### src/rtl/lcd_pkg.sv
// Shared definitions for the character-LCD sequencer: FSM states, register map,
// STATUS bit positions and the power-up init command ROM.
package lcd_pkg;

  typedef enum logic [3:0] {
    S_POWERUP,
    S_INIT_LOAD,
    S_IDLE,
    S_SETUP,
    S_PULSE,
    S_HOLD,
    S_WAIT,
    S_POLL_PULSE,
    S_POLL_LOW
  } lcd_state_t;

  localparam logic [1:0] ADDR_CMD    = 2'd0;
  localparam logic [1:0] ADDR_DATA   = 2'd1;
  localparam logic [1:0] ADDR_STATUS = 2'd2;
  localparam logic [1:0] ADDR_CTRL   = 2'd3;

  localparam int ST_FULL      = 1;
  localparam int ST_EMPTY     = 2;
  localparam int ST_BUSY      = 3;
  localparam int ST_INIT_DONE = 4;
  localparam int ST_OVERFLOW  = 5;

  localparam int INIT_LEN = 8;

  function automatic logic [7:0] init_rom(input logic [2:0] idx);
    logic [7:0] v;
    case (idx)
      3'd0, 3'd1, 3'd2, 3'd3: v = 8'h38;
      3'd4:                   v = 8'h08;
      3'd5:                   v = 8'h01;
      3'd6:                   v = 8'h06;
      default:                v = 8'h0C;
    endcase
    return v;
  endfunction

  // Clear display / return home need the long settle time.
  function automatic logic is_slow_cmd(input logic rs, input logic [7:0] d);
    return !rs && (d >= 8'h01) && (d <= 8'h03);
  endfunction

endpackage

### src/rtl/lcd_bus_if.sv
// CPU-side register bus of the LCD sequencer (strobes, address, data, byte enables).
interface lcd_bus_if;
  logic        read;
  logic        write;
  logic [1:0]  address;
  logic [31:0] writedata;
  logic [3:0]  be;
  logic [31:0] readdata;

  modport master (output read, write, address, writedata, be, input readdata);
  modport slave  (input read, write, address, writedata, be, output readdata);
endinterface

### src/rtl/lcd_cmd_fifo.sv
// Small synchronous FIFO of {rs,data} entries; head is visible combinationally so a
// pop can latch it in the same cycle.
module lcd_cmd_fifo #(
  parameter int DEPTH = 4,
  parameter int WIDTH = 9
) (
  input  logic             clk,
  input  logic             rst,
  input  logic             i_push,
  input  logic [WIDTH-1:0] i_din,
  input  logic             i_pop,
  output logic [WIDTH-1:0] o_dout,
  output logic             o_full,
  output logic             o_empty,
  output logic [$clog2(DEPTH):0] o_count
);
  localparam int AW = $clog2(DEPTH);

  logic [WIDTH-1:0] r_mem [DEPTH];
  logic [AW-1:0]    r_wr_ptr;
  logic [AW-1:0]    r_rd_ptr;
  logic [AW:0]      r_count;
  logic             w_push_ok;
  logic             w_pop_ok;

  assign o_full    = (r_count == (AW+1)'(DEPTH));
  assign o_empty   = (r_count == '0);
  assign o_count   = r_count;
  assign o_dout    = r_mem[r_rd_ptr];
  assign w_push_ok = i_push && !o_full;
  assign w_pop_ok  = i_pop && !o_empty;

  always_ff @(posedge clk) begin
    if (w_push_ok) begin
      r_mem[r_wr_ptr] <= i_din;
    end
  end

  always_ff @(posedge clk) begin
    if (rst) begin
      r_wr_ptr <= '0;
      r_rd_ptr <= '0;
      r_count  <= '0;
    end else begin
      if (w_push_ok) r_wr_ptr <= r_wr_ptr + 1'b1;
      if (w_pop_ok)  r_rd_ptr <= r_rd_ptr + 1'b1;
      case ({w_push_ok, w_pop_ok})
        2'b10:   r_count <= r_count + 1'b1;
        2'b01:   r_count <= r_count - 1'b1;
        default: r_count <= r_count;
      endcase
    end
  end
endmodule

### src/rtl/lcd_sequencer.sv
// HD44780-style LCD sequencer: power-up init, then drains CPU-written bytes to the pins.
// Optional LCD_BUSYFLAG_EN replaces post-init fixed settle delays with busy-flag polling.
module lcd_sequencer
  import lcd_pkg::*;
#(
  parameter int unsigned INIT_WAIT_CYC  = 1000000,
  parameter int unsigned E_PULSE_CYC    = 24,
  parameter int unsigned CMD_WAIT_CYC   = 2000,
  parameter int unsigned CLEAR_WAIT_CYC = 82000,
  parameter int          FIFO_DEPTH     = 4
) (
  input  logic       clk,
  input  logic       rst,
  lcd_bus_if.slave   bus,
  output logic       lcd_e,
  output logic       lcd_rs,
  output logic       lcd_rw,
  output logic       lcd_on,
  output logic [7:0] lcd_data_out,
  output logic       lcd_data_oe,
  input  logic [7:0] lcd_data_in
);
  localparam int unsigned MAX_A = (INIT_WAIT_CYC > CLEAR_WAIT_CYC) ? INIT_WAIT_CYC : CLEAR_WAIT_CYC;
  localparam int unsigned MAX_B = (CMD_WAIT_CYC > E_PULSE_CYC) ? CMD_WAIT_CYC : E_PULSE_CYC;
  localparam int unsigned MAX_D = (MAX_A > MAX_B) ? MAX_A : MAX_B;
  localparam int CW = $clog2(MAX_D + 1);

  lcd_state_t   r_state, w_state_next;
  logic [CW-1:0] r_cnt, w_cnt_next;
  logic [2:0]   r_idx;
  logic         r_rs;
  logic [7:0]   r_data;
  logic         r_init_done;
  logic         r_overflow;
  logic         r_lcd_on;
  logic [31:0]  r_readdata;

  logic         w_pop, w_init_step, w_init_finish;
  logic [CW-1:0] w_wait_last;
  logic         w_wr_en, w_push;
  logic [8:0]   w_push_data, w_fifo_dout;
  logic         w_fifo_full, w_fifo_empty, w_busy;
  logic [$clog2(FIFO_DEPTH):0] w_fifo_count;
  logic [31:0]  w_status;
  logic         w_unused_bus;

  assign w_wr_en     = bus.write && bus.be[0];
  assign w_push      = w_wr_en && ((bus.address == ADDR_CMD) || (bus.address == ADDR_DATA));
  assign w_push_data = {bus.address == ADDR_DATA, bus.writedata[7:0]};
  assign w_unused_bus = ^{bus.writedata[31:8], bus.be[3:1], w_fifo_count};

  lcd_cmd_fifo #(.DEPTH(FIFO_DEPTH), .WIDTH(9)) u_fifo (
    .clk     (clk),
    .rst     (rst),
    .i_push  (w_push),
    .i_din   (w_push_data),
    .i_pop   (w_pop),
    .o_dout  (w_fifo_dout),
    .o_full  (w_fifo_full),
    .o_empty (w_fifo_empty),
    .o_count (w_fifo_count)
  );

  assign w_busy   = (r_state != S_IDLE) || !w_fifo_empty;
  assign w_status = {26'b0, r_overflow, r_init_done, w_busy, w_fifo_empty, w_fifo_full, 1'b0};
  assign w_wait_last = is_slow_cmd(r_rs, r_data) ? CW'(CLEAR_WAIT_CYC - 1) : CW'(CMD_WAIT_CYC - 1);

`ifdef LCD_BUSYFLAG_EN
  logic          r_bf;
  logic [CW-1:0] r_tot;
  logic          w_bf_sample;
  logic          w_poll;
  assign w_poll = (r_state == S_POLL_PULSE) || (r_state == S_POLL_LOW);
`endif

  always_comb begin
    w_state_next  = r_state;
    w_cnt_next    = r_cnt + 1'b1;
    w_pop         = 1'b0;
    w_init_step   = 1'b0;
    w_init_finish = 1'b0;
`ifdef LCD_BUSYFLAG_EN
    w_bf_sample   = 1'b0;
`endif
    case (r_state)
      S_POWERUP: begin
        if (r_cnt == CW'(INIT_WAIT_CYC - 1)) begin
          w_state_next = S_INIT_LOAD;
          w_cnt_next   = '0;
        end
      end
      S_INIT_LOAD: begin
        w_state_next = S_SETUP;
        w_cnt_next   = '0;
      end
      S_IDLE: begin
        w_cnt_next = '0;
        if (!w_fifo_empty) begin
          w_pop        = 1'b1;
          w_state_next = S_SETUP;
        end
      end
      S_SETUP: begin
        w_state_next = S_PULSE;
        w_cnt_next   = '0;
      end
      S_PULSE: begin
        if (r_cnt == CW'(E_PULSE_CYC - 1)) begin
          w_state_next = S_HOLD;
          w_cnt_next   = '0;
        end
      end
      S_HOLD: begin
        w_cnt_next   = '0;
`ifdef LCD_BUSYFLAG_EN
        w_state_next = r_init_done ? S_POLL_PULSE : S_WAIT;
`else
        w_state_next = S_WAIT;
`endif
      end
      S_WAIT: begin
        if (r_cnt == w_wait_last) begin
          w_cnt_next = '0;
          if (r_init_done) begin
            w_state_next = S_IDLE;
          end else if (r_idx == 3'(INIT_LEN - 1)) begin
            w_init_finish = 1'b1;
            w_state_next  = S_IDLE;
          end else begin
            w_init_step  = 1'b1;
            w_state_next = S_INIT_LOAD;
          end
        end
      end
`ifdef LCD_BUSYFLAG_EN
      // BF is sampled on the last high cycle of each read strobe.
      S_POLL_PULSE: begin
        if (r_cnt == CW'(E_PULSE_CYC - 1)) begin
          w_bf_sample  = 1'b1;
          w_state_next = S_POLL_LOW;
          w_cnt_next   = '0;
        end
      end
      S_POLL_LOW: begin
        w_cnt_next   = '0;
        w_state_next = (r_bf && (r_tot < CW'(CLEAR_WAIT_CYC))) ? S_POLL_PULSE : S_IDLE;
      end
`endif
      default: begin
        w_state_next = S_POWERUP;
        w_cnt_next   = '0;
      end
    endcase
  end

  always_ff @(posedge clk) begin
    if (rst) begin
      r_state     <= S_POWERUP;
      r_cnt       <= '0;
      r_idx       <= '0;
      r_rs        <= 1'b0;
      r_data      <= 8'h00;
      r_init_done <= 1'b0;
    end else begin
      r_state <= w_state_next;
      r_cnt   <= w_cnt_next;
      if (r_state == S_INIT_LOAD) begin
        r_rs   <= 1'b0;
        r_data <= init_rom(r_idx);
      end else if (w_pop) begin
        r_rs   <= w_fifo_dout[8];
        r_data <= w_fifo_dout[7:0];
      end
      if (w_init_step)   r_idx       <= r_idx + 1'b1;
      if (w_init_finish) r_init_done <= 1'b1;
    end
  end

`ifdef LCD_BUSYFLAG_EN
  always_ff @(posedge clk) begin
    if (rst) begin
      r_bf  <= 1'b0;
      r_tot <= '0;
    end else begin
      if (w_bf_sample) r_bf <= lcd_data_in[7];
      r_tot <= w_poll ? r_tot + 1'b1 : '0;
    end
  end
`endif

  // A new overflow wins over the clear-on-read of STATUS in the same cycle.
  always_ff @(posedge clk) begin
    if (rst) begin
      r_overflow <= 1'b0;
      r_lcd_on   <= 1'b1;
      r_readdata <= '0;
    end else begin
      if (w_push && w_fifo_full) begin
        r_overflow <= 1'b1;
      end else if (bus.read && (bus.address == ADDR_STATUS)) begin
        r_overflow <= 1'b0;
      end
      if (w_wr_en && (bus.address == ADDR_CTRL)) begin
        r_lcd_on <= bus.writedata[0];
      end
      if (bus.read) begin
        case (bus.address)
          ADDR_STATUS: r_readdata <= w_status;
          ADDR_CTRL:   r_readdata <= {31'b0, r_lcd_on};
          default:     r_readdata <= '0;
        endcase
      end
    end
  end

  assign bus.readdata = r_readdata;
  assign lcd_on       = r_lcd_on;
  assign lcd_data_out = r_data;

`ifdef LCD_BUSYFLAG_EN
  assign lcd_e       = (r_state == S_PULSE) || (r_state == S_POLL_PULSE);
  assign lcd_rw      = w_poll;
  assign lcd_data_oe = !w_poll;
  assign lcd_rs      = w_poll ? 1'b0 : r_rs;
`else
  logic w_unused_din;
  assign w_unused_din = ^lcd_data_in;
  assign lcd_e        = (r_state == S_PULSE);
  assign lcd_rw       = 1'b0;
  assign lcd_data_oe  = 1'b1;
  assign lcd_rs       = r_rs;
`endif
endmodule

### src/flat_wrapper.sv
// flat-port wrapper written by rule: the top's interface ports become plain ports
module lcd_sequencer_flat import lcd_pkg::*;
#(
  parameter int unsigned INIT_WAIT_CYC  = 1000000,
  parameter int unsigned E_PULSE_CYC    = 24,
  parameter int unsigned CMD_WAIT_CYC   = 2000,
  parameter int unsigned CLEAR_WAIT_CYC = 82000,
  parameter int          FIFO_DEPTH     = 4
)
  (clk, rst, lcd_e, lcd_rs, lcd_rw, lcd_on, lcd_data_out, lcd_data_oe, lcd_data_in, bus_read, bus_write, bus_address, bus_writedata, bus_be, bus_readdata);
  lcd_bus_if bus_i ();
  input  logic clk;
  input  logic rst;
  output logic lcd_e;
  output logic lcd_rs;
  output logic lcd_rw;
  output logic lcd_on;
  output logic [7:0] lcd_data_out;
  output logic lcd_data_oe;
  input  logic [7:0] lcd_data_in;
  input wire logic [$bits(bus_i.read)-1:0] bus_read;
  input wire logic [$bits(bus_i.write)-1:0] bus_write;
  input wire logic [$bits(bus_i.address)-1:0] bus_address;
  input wire logic [$bits(bus_i.writedata)-1:0] bus_writedata;
  input wire logic [$bits(bus_i.be)-1:0] bus_be;
  output wire logic [$bits(bus_i.readdata)-1:0] bus_readdata;
  assign bus_i.read = bus_read;
  assign bus_i.write = bus_write;
  assign bus_i.address = bus_address;
  assign bus_i.writedata = bus_writedata;
  assign bus_i.be = bus_be;
  assign bus_readdata = bus_i.readdata;
  lcd_sequencer #(.INIT_WAIT_CYC(INIT_WAIT_CYC), .E_PULSE_CYC(E_PULSE_CYC), .CMD_WAIT_CYC(CMD_WAIT_CYC), .CLEAR_WAIT_CYC(CLEAR_WAIT_CYC), .FIFO_DEPTH(FIFO_DEPTH)) u_core (.clk(clk), .rst(rst), .bus(bus_i), .lcd_e(lcd_e), .lcd_rs(lcd_rs), .lcd_rw(lcd_rw), .lcd_on(lcd_on), .lcd_data_out(lcd_data_out), .lcd_data_oe(lcd_data_oe), .lcd_data_in(lcd_data_in));
endmodule
### config.mk
export PLATFORM = sky130hd
export DESIGN_NAME = lcd_sequencer_flat
export DESIGN_NICKNAME = d
export VERILOG_FILES = /design/src/rtl/lcd_pkg.sv /design/src/rtl/lcd_bus_if.sv /design/src/rtl/lcd_cmd_fifo.sv /design/src/rtl/lcd_sequencer.sv /design/src/flat_wrapper.sv
export SDC_FILE = /design/constraint.sdc
export NUM_CORES = 1
export LEC_CHECK = 0
export BUFFER_PORTS_ARGS = -buffer_cell sky130_fd_sc_hd__buf_2
export CAP_MARGIN = 0
export CORE_MARGIN = 2
export CORE_UTILIZATION = 30
export DETAILED_ROUTE_END_ITERATION = 12
export PLACE_DENSITY = 0.59
export RECOVER_POWER = 50
export SLEW_MARGIN = 5
export SYNTH_ARGS = -nofsm -noshare
export SYNTH_HDL_FRONTEND = slang
export SYNTH_SLANG_ARGS = --single-unit
export TNS_END_PERCENT = 30
### constraint.sdc
create_clock -name clk -period 3.11 [get_ports clk]
set_input_delay 0.1555 -clock clk [delete_from_list [all_inputs] [get_ports clk]]
set_output_delay 0.1555 -clock clk [all_outputs]
set_load 0.005 [all_outputs]
==> impl_metrics.ini, run 1 <==
[run_status]
run_status = completed

[min_path]
hp-class = in2reg
hold_path.startpoint = bus_writedata[7]

[critical_path]
crit_required_ns = 3.38
worst-r2r-setup-slack_ns = 0.48
critPathArrivalTime_ns = 2.91
worst_r2r_startpoint = u_core.r_state[0]
critical_path_class = reg2reg
critical_path_peak_fanout = 12
setup.worst_path.start_class = register
critical_path.endpoint_type = register
crit_start = u_core.r_state[0]

[detailed_routing]
ant_nets = 0
drt_pass1_iterations = 4
avgRoutedWirePerCell_um = 13.56
drt-initial-drc-count = 191
avgViaCountPerCell = 4.762
remaining_drc_errors = 0
via_count = 2876
wl_mm = 8.193

[timing]
setup_ws_ns = 0.4757
timing.fmax_ghz = 0.3796
slew_viol_final = 0
fin_crit_share_pct = 84.71
grt_setup_unrepaired = no
finalCriticalPeriod_ns = 2.634
setup-tns-final_ns = 0
timing_worst_slew_pin_value_ns = 0.9350
setup_viol = 0
hold_violations = 0
max-slew-margin-rel_pct = 37.67
post_route_clock_skew_ns = 0.01464

[grt]
grt_antenna_before_repair = 0
global_route_wire_length_before_repair_mm = 13.50
first_global_vias = 2738
gr-usage-all-layers_pct = 11.57
grt_start_max_net_pins = 34
grt-ovfl-total = 0

[synthesis]
synthCells = 394
synth-seq-area-share_pct = 49.78
yosysUniqueCellTypes = 58
synth_top_cell_by_area = sky130_fd_sc_hd__edfxtp_1
number_of_warnings_printed_during_yosys_synthesis = 0
synthTopCellsByArea = sky130_fd_sc_hd__edfxtp_1 25%, sky130_fd_sc_hd__dfxtp_1 25%, sky130_fd_sc_hd__buf_4 5.1%
synth_edf_count = 36
synth-async-reset-ratio_pct = 0
ys_dominant_reg_cell = sky130_fd_sc_hd__dfxtp_1
ys_top_cells_by_count = 53 x sky130_fd_sc_hd__dfxtp_1, 36 x sky130_fd_sc_hd__edfxtp_1, 32 x sky130_fd_sc_hd__nor2_1
ys_ff_latch = 89
syn_area_per_cell_um2 = 10.92
synth_area_mm2 = 0.004303
synth.top_cell.area_share_pct = 25.12
post-synth-top-count-cell = sky130_fd_sc_hd__dfxtp_1

[placement]
finalWeightedCongestion = 0.7396
hpwlAfterDp_mm = 5.665
dpl_worst_slack_ns = 0.5395
port-buffer-count = 31

[power_and_ir_drop]
total_power_per_unit_cell_area_mw_per_mm2 = 518.3
leakagePower_nw = 1.550
ir_drop_mv = 0.4228

[clocking]
cts-buffers-inserted = 9
worstSkewPairLatency_ns = 0.35
cts_root_buffer = sky130_fd_sc_hd__clkbuf_16
worst_setup_hold_path_clk_slew_ns = 0.07
clock_sinks = 89
clock_path_buffers = 2
postCtsResizedCells = 0
post-cts-setup-buffers = 0
cts_tree = yes
cts-hold-fix-buffers = 0
htree_levels = 3

[floorplanning]
floorplan.io_pins = 95
row_count = 43
initial_core_util_pct = 30.88
die_h_um = 123.8
die_width_um = 123.8
fp.dieArea_mm2 = 0.01532
coreArea_mm2 = 0.01393

[final_layout]
final_layout_size_suffix_gt1_share_pct = 10.85
diodes = 0
core_occupancy_in_the_finished_layout_pct = 33.79
layout.nets = 482
syn_to_final_growth_pct = 9.421

[run]
cap_violations = 0
[cell families (layout without fill, tap and decap cells)]
kind of cell               after synthesis  in the layout  synth area share (%)
AOI/OAI and AO/OA                       58             58                 9.654
xor gates and xnor gates                23             23                 4.682
adders and majority gates               13             13                 3.955
buffers and inverters                   62             66                 8.898
DFF                                     89             89                 49.78
muxes                                   14             14                 5.990
other                                    2             28                0.1745
and+or+nand+nor                        133            133                 16.87
[per-layer routing]
| layer | share of wire [%] | global-route usage (%) |
|---|---|---|
| met1 | 44 | 14.08 |
| met2 | 50 | 18.72 |
| met3 | 4.8 | 4.396 |
| met4 | 1.1 | 4.119 |
| met5 | 0 | 0 |
[worst max-delay path: stages, from the launching register on]
cell,delay [ns]
sky130_fd_sc_hd__dfxtp_1,0.39
sky130_fd_sc_hd__nand2b_2,0.24
sky130_fd_sc_hd__or3_1,0.51
sky130_fd_sc_hd__inv_6,0.20
sky130_fd_sc_hd__ha_1,0.20
sky130_fd_sc_hd__inv_1,0.06
sky130_fd_sc_hd__fa_1,0.37
sky130_fd_sc_hd__xor2_1,0.16
sky130_fd_sc_hd__or3_1,0.30
sky130_fd_sc_hd__a21oi_1,0.13
[power breakdown]
| group | switching (mW) | total (mW) | leakage [nW] | internal [mW] |
|---|---|---|---|---|
| Sequential | 0.0309 | 1.27 | 0.754 | 1.24 |
| Combinational | 0.110 | 0.172 | 0.658 | 0.0611 |
| Clock | 0.450 | 0.994 | 0.137 | 0.544 |
[path summary, 6_finish.rpt]
kind                                             endpoint  cells past startpoint
worst max-delay path             u_core.u_fifo.o_count[2]                      9
worst min-delay path            u_core.u_fifo.r_mem[3][7]                      1
worst max register to register   u_core.u_fifo.o_count[2]                      9
worst min register to register     u_core.bus.readdata[2]                      2
[per-stage QoR]
step           hold slack, ns  instances  area [um^2]  power, mW
2_1_floorplan          0.2544        420         4400      1.450
3_3_place_gp           0.3682        588         4482      1.475
3_5_place_dp           0.3751        588         4482      1.480
4_1_cts              0.006273        604         4752      2.485
5_1_grt               0.06651        604         4708      2.560
6_report              0.07330        604         4708      2.440
[registers in the layout (all words and copies together) (netlist names), 2 cells and up, named ones only]
signal,flops
u_core.u_fifo.r_mem,36
u_core.r_cnt,20
u_core.lcd_data_out,8
u_core.bus.readdata,6
u_core.r_idx,3
u_core.r_state,3
u_core.u_fifo.o_count,3
u_core.u_fifo.r_rd_ptr,2
u_core.u_fifo.r_wr_ptr,2
[layout make-up]
cell class / count / area, um^2
clock buffers: 10 / 229.0
clock inverters: 6 / 41.29
fillers: 1408 / 9226
inverters: 17 / 68.82
multi-input cells: 269 / 1871
flip-flops and latches: 89 / 2142
well taps: 180 / 225.2
repair buffers: 33 / 131.4
[cells in the final DEF (no fill, tap or decap), drive strengths merged, types with 3 or more instances in the layout]
cell / instances
o21ai: 7
nor3b: 3
edfxtp: 36
nor2b: 3
nand2: 23
and4: 3
mux4: 9
nor3: 13
dfxtp: 53
nand3: 17
ha: 12
a211oi: 15
buf: 6
a311oi: 4
or3: 5
nand2b: 7
clkinv: 4
clkbuf: 37
mux2i: 4
inv: 19
and3: 5
nor2: 32
nor4: 6
conb: 28
nand4: 9
and2: 5
xnor2: 15
a21oi: 18
xor2: 8
Note: power is estimated with default switching activity, not from simulation.
==> run 2: changes to the inputs <==
--- a/config.mk
+++ b/config.mk
@@ -10,7 +10,7 @@
 export CORE_MARGIN = 2
 export CORE_UTILIZATION = 30
 export DETAILED_ROUTE_END_ITERATION = 12
-export PLACE_DENSITY = 0.59
+export PLACE_DENSITY = 0.61
 export RECOVER_POWER = 50
 export SLEW_MARGIN = 5
 export SYNTH_ARGS = -nofsm -noshare
==> constraint.sdc (replaced) <==
create_clock -name clk -period 2.24 [get_ports clk]
set_input_delay 0.112 -clock clk [delete_from_list [all_inputs] [get_ports clk]]
set_output_delay 0.112 -clock clk [all_outputs]
set_load 0.005 [all_outputs]
==> impl_metrics.ini, run 2 (synthesis gave the netlist of run 1 again) <==
[final_layout]
largest_register_ff_count = 36
final_layout_size_suffix_gt1_share_pct = 13.96
fillCellCount = 1345
core_occupancy_in_the_finished_layout_pct = 35.45
layout.nets = 502
area_of_combinational_cells_with_multiple_inputs_mm2 = 0.001901
syn_to_final_growth_pct = 14.80
diodes = 0
largest-register = u_core.u_fifo.r_mem
final_common_cell = sky130_fd_sc_hd__dfxtp_1
mostFrequentLayoutCells = 53 x sky130_fd_sc_hd__dfxtp_1, 36 x sky130_fd_sc_hd__edfxtp_1, 32 x sky130_fd_sc_hd__nor2_1
layout.area.seq_mm2 = 0.002142

[critical_path]
critical_path.endpoint_type = register
crit_required_ns = 2.52
worst-r2r-setup-slack_ns = 0.12
setup.worst_path.start_class = register
critical_path_peak_fanout = 5
worst_r2r_path_depth = 9
critPathArrivalTime_ns = 2.39
critical_path_class = reg2reg
worst_r2r_startpoint = u_core.r_state[0]
worst_r2r_endpoint = u_core.u_fifo.o_count[2]

[timing]
slew_viol_final = 0
setup_viol = 0
post_route_clock_skew_ns = 0.006859
timing_worst_slew_pin_value_ns = 0.9317
grt_setup_unrepaired = no
timing.fmax_ghz = 0.4719
max-slew-margin-rel_pct = 37.89
hold_violations = 0
fin_crit_share_pct = 94.61
finalCriticalPeriod_ns = 2.119

[floorplanning]
floorplan.io_pins = 95
fp.dieArea_mm2 = 0.01532
coreArea_mm2 = 0.01393
die_width_um = 123.8
initial_core_util_pct = 30.88
die_h_um = 123.8
row_count = 43

[power_and_ir_drop]
power_mw = 3.588
internal-power_mw = 2.743
comb_power_share_pct = 8.0
total_power_per_unit_cell_area_mw_per_mm2 = 726.4
swShare_pct = 23.55
clock_power_share_pct = 43.0
power_frac_seq_pct = 49.0
leakagePower_nw = 1.662
ir_drop_mv = 0.4996
total_switching_power_mw = 0.8450

[min_path]
hp-class = in2reg
min_delay_worst_endpoint = u_core.lcd_on
min_path_cells = 3
hold_path.startpoint = bus_be[0]

[grt]
global_route_wire_length_before_repair_mm = 14.13
first_global_vias = 2873
grt_antenna_before_repair = 0
grt_start_max_net_pins = 34
grt-ovfl-total = 0
gr-usage-all-layers_pct = 11.94

[detailed_routing]
avgRoutedWirePerCell_um = 13.47
avgViaCountPerCell = 4.715
via_count = 2942
remaining_drc_errors = 0
wl_mm = 8.403
drt-initial-drc-count = 142
ant_nets = 0
drt_pass1_iterations = 4

[placement]
port-buffer-count = 31
finalWeightedCongestion = 0.7471
hpwlAfterDp_mm = 5.879

[clocking]
worst_setup_hold_path_clk_slew_ns = 0.07
clock_path_buffers = 2
worstSkewPairLatency_ns = 0.34
cts-buffers-inserted = 9
htree_levels = 3
cts_tree = yes
cts_root_buffer = sky130_fd_sc_hd__clkbuf_16
clock_sinks = 89

[run]
cap_violations = 0

[run_status]
run_status = completed
run 2: cell count changes in the layout (fill, tap and decap cells not counted), moves of 2 or more:
cell,before,now
sky130_fd_sc_hd__buf_4,0,10
sky130_fd_sc_hd__dlygate4sd3_1,0,8
sky130_fd_sc_hd__clkinv_2,3,0
sky130_fd_sc_hd__buf_2,6,8
run 2: what timing repair did:
action	4_1_cts	5_1_grt
hold endpoints to repair	32	0
endpoints found under the setup margin	0	1
buffers inserted	0	0
gates resized for setup	0	2
hold buffers	8	0
run 2: metal layers:
metal / GRT usage, % / vias to the layer above / routed length [um]
met5: 0 / - / 0
met4: 4.688 / 0 / 135
met3: 2.656 / 10 / 358
met2: 19.57 / 75 / 4029
met1: 15.32 / 1411 / 3879
li1: - / 1446 / -
run 2: how the worst max path moves through the flow:
stage | startpoint | endpoint | depth (start not counted)
3_5_place_dp | u_core.r_state[0] | u_core.u_fifo.o_count[2] | 9
3_3_place_gp | u_core.r_state[1] | u_core.u_fifo.o_count[2] | 9
4_1_cts | u_core.r_state[1] | u_core.u_fifo.o_count[2] | 9
6_report | u_core.r_state[0] | u_core.u_fifo.o_count[2] | 9
2_1_floorplan | u_core.r_state[0] | u_core.u_fifo.o_count[2] | 12
5_1_grt | u_core.r_state[1] | u_core.u_fifo.o_count[2] | 9
run 2: metrics by stage:
step / hold WS (ns) / std cells / setup WS [ns] / TNS [ns] / instance area (um^2)
final: 0.09173 / 624 / 0.1208 / 0 / 4940
after global routing: 0.1161 / 624 / 0.009149 / 0 / 4940
after CTS: 0.08377 / 624 / 0.03796 / 0 / 4974
after detailed placement: 0.3305 / 600 / 0.07028 / 0 / 4587
after global placement: 0.3253 / 600 / 0.1119 / 0 / 4587
after floorplan: 0.2109 / 420 / -0.1064 / -0.1064 / 4422
run 2: critical path, stage by stage, from the launching register on:
cell	delay [ns]
sky130_fd_sc_hd__dfxtp_1	0.32
sky130_fd_sc_hd__nand2b_4	0.16
sky130_fd_sc_hd__or3_4	0.42
sky130_fd_sc_hd__inv_6	0.08
sky130_fd_sc_hd__ha_4	0.13
sky130_fd_sc_hd__inv_1	0.05
sky130_fd_sc_hd__fa_2	0.33
sky130_fd_sc_hd__xor2_1	0.15
sky130_fd_sc_hd__or3_1	0.31
sky130_fd_sc_hd__a21oi_1	0.12
run 2: cell type report:
cell class	count	share of cell area (%)
Clock buffer	11	4.914
Timing Repair Buffer	53	6.003
Inverter	17	1.393
Sequential cell	89	43.36
Tap cell	180	4.559
Multi-Input combinational cell	269	38.48
Clock inverter	5	1.292
run 2: power groups by stage:
stage / Combinational [mW] / Sequential [mW] / Clock [mW]
2_1_floorplan: 0.227 / 1.79 / 0
3_3_place_gp: 0.280 / 1.79 / 0
6_report: 0.287 / 1.76 / 1.54
5_1_grt: 0.327 / 1.76 / 1.66
4_1_cts: 0.298 / 1.76 / 1.59
3_5_place_dp: 0.286 / 1.79 / 0
==> run 3: changes to the inputs <==
==> constraint.sdc (replaced) <==
create_clock -name clk -period 1.83 [get_ports clk]
set_input_delay 0.4575 -clock clk [delete_from_list [all_inputs] [get_ports clk]]
set_output_delay 0.4575 -clock clk [all_outputs]
set_load 0.005 [all_outputs]
==> impl_metrics.ini, run 3 (synthesis gave the netlist of run 1 again) <==
[clocking]
cts-buffers-inserted = 9
cts-hold-fix-buffers = 0
cts_root_buffer = sky130_fd_sc_hd__clkbuf_16
clock_path_buffers = 2
htree_levels = 3
clock_sinks = 89
worstSkewPairLatency_ns = 0.34
worst_setup_hold_path_clk_slew_ns = 0.07
cts_tree = yes

[critical_path]
worst_r2r_startpoint = u_core.r_state[0]
worst_r2r_endpoint = u_core.u_fifo.o_count[2]
worst_r2r_path_depth = 9
critical_path_class = reg2reg
critical_path.endpoint_type = register
critPathArrivalTime_ns = 2.28
critical_path_peak_fanout = 2
setup.worst_path.start_class = register
critical_path.cell_chain = nand2b_4, or3_4, inv_6, ha_4, inv_2, fa_2, xor2_1, or3_1, a21oi_2
critical_path.max_stage_delay_ns = 0.36
crit_required_ns = 2.11
crit_path_top_delay_cell = sky130_fd_sc_hd__or3_4
worst-r2r-setup-slack_ns = -0.17

[min_path]
hold_path.startpoint = bus_writedata[6]
hp-class = in2reg
min_path_cells = 1
min_delay_worst_endpoint = u_core.u_fifo.r_mem[2][6]

[placement]
dpl.cell_count = 622
port-buffer-count = 31
hpwlAfterDp_mm = 6.156
dpl_worst_slack_ns = -0.2801
finalWeightedCongestion = 0.8027

[power_and_ir_drop]
total_power_per_unit_cell_area_mw_per_mm2 = 850.1
leakagePower_nw = 1.777
power_mw = 4.441
power_frac_seq_pct = 48.5
swShare_pct = 24.36
comb_power_share_pct = 9.2
internal-power_mw = 3.359
total_switching_power_mw = 1.082
ir_drop_mv = 0.5316
clock_power_share_pct = 42.3

[detailed_routing]
ant_nets = 0
drt-initial-drc-count = 215
avgViaCountPerCell = 4.742
remaining_drc_errors = 0
avgRoutedWirePerCell_um = 13.90
drt_pass1_iterations = 5
via_count = 3035
wl_mm = 8.895

[timing]
slew_viol_final = 0
setup-tns-final_ns = -0.2582
finalCriticalPeriod_ns = 1.998
setup_ws_ns = -0.1680
grt_setup_unrepaired = yes
timing.fmax_ghz = 0.5005
max-slew-margin-rel_pct = 64.19
final_hold_slack_ns = 0.3694
setup_viol = 3
hold_violations = 0
timing_worst_slew_pin_value_ns = 0.5372
fin_crit_share_pct = 109.2
post_route_clock_skew_ns = 0.007778

[final_layout]
final_common_cell = sky130_fd_sc_hd__dfxtp_1
layout.nets = 518
syn_to_final_growth_pct = 21.40
largest_register_ff_count = 36
fillCellCount = 1371
largest-register = u_core.u_fifo.r_mem
diodes = 0
fin_cells = 640
final_layout_size_suffix_gt1_share_pct = 24.57
mostFrequentLayoutCells = 46 x sky130_fd_sc_hd__dfxtp_1, 36 x sky130_fd_sc_hd__edfxtp_1, 31 x sky130_fd_sc_hd__nor2_1

[grt]
grt-ovfl-total = 0
grt_start_max_net_pins = 33
first_global_vias = 2945
gr-usage-all-layers_pct = 12.20
grt_antenna_before_repair = 0
global_route_wire_length_before_repair_mm = 14.36

[floorplanning]
fp.dieArea_mm2 = 0.01532
die_width_um = 123.8
die_h_um = 123.8
floorplan.io_pins = 95
row_count = 43
initial_core_util_pct = 30.88
coreArea_mm2 = 0.01393

[run_status]
run_status = complete, but fails checks
failing_checks = setup timing

[run]
cap_violations = 0
run 3: power groups by stage:
stage / clock (mW) / combinational (mW) / sequential (mW)
3_3_place_gp: 0 / 0.385 / 2.19
4_1_cts: 1.94 / 0.401 / 2.15
6_report: 1.88 / 0.411 / 2.15
2_1_floorplan: 0 / 0.278 / 2.19
5_1_grt: 2.01 / 0.461 / 2.16
3_5_place_dp: 0 / 0.394 / 2.19
run 3: critical path, delay by kind of cell, from the launching register on:
family	cells	cell delay [ns]
xor+xnor	1	0.15
buf+inv	2	0.10
compound gates	1	0.11
simple gates	3	0.81
flops	1	0.32
fa+ha+maj	2	0.44
run 3: worst max-delay path by stage:
| stage | start | to | slack, ns | depth (start not counted) |
|---|---|---|---|---|
| after detailed placement | u_core.r_state[0] | u_core.u_fifo.o_count[2] | -0.28 | 9 |
| final | u_core.r_state[0] | u_core.u_fifo.o_count[2] | -0.17 | 9 |
| after global placement | u_core.r_state[0] | u_core.u_fifo.o_count[2] | -0.25 | 9 |
| after global routing | u_core.u_fifo.o_count[1] | u_core.u_fifo.o_count[2] | -0.31 | 9 |
| after CTS | u_core.r_state[0] | u_core.u_fifo.o_count[2] | -0.18 | 9 |
| after floorplan | u_core.r_state[0] | u_core.u_fifo.o_count[2] | -0.52 | 12 |
run 3: layout make-up:
cell class | instances | area [um^2] | area share (%)
well taps | 180 | 225.2 | 4.311
clock inverters | 7 | 75.07 | 1.437
repair buffers | 68 | 452.9 | 8.671
multi-input cells | 270 | 2026 | 38.78
clock buffers | 9 | 225.2 | 4.311
flip-flops and latches | 89 | 2151 | 41.17
inverters | 17 | 68.82 | 1.317
run 3: per-stage QoR:
| stage | utilization (%) | instance area (um^2) |
|---|---|---|
| 3_3_place_gp | 34.55 | 4815 |
| 4_1_cts | 36.98 | 5154 |
| 5_1_grt | 37.49 | 5224 |
| 2_1_floorplan | - | 4422 |
| 6_report | 37.49 | 5224 |
| 3_5_place_dp | 34.55 | 4815 |
run 3: repair_timing:
action	4_1_cts	5_1_grt
buffers inserted	0	1
gates cloned	0	1
pin swaps	1	3
resized for setup	11	23
setup endpoints to repair	18	23
run 3: metal layers:
metal  part of all wire (%)  up-vias  track usage [%]
met3                    4.9       11            4.075
met5                      0        -                0
met1                     45     1471            14.69
met4                    1.3        0            4.261
li1                       -     1489                -
met2                     49       64            20.36
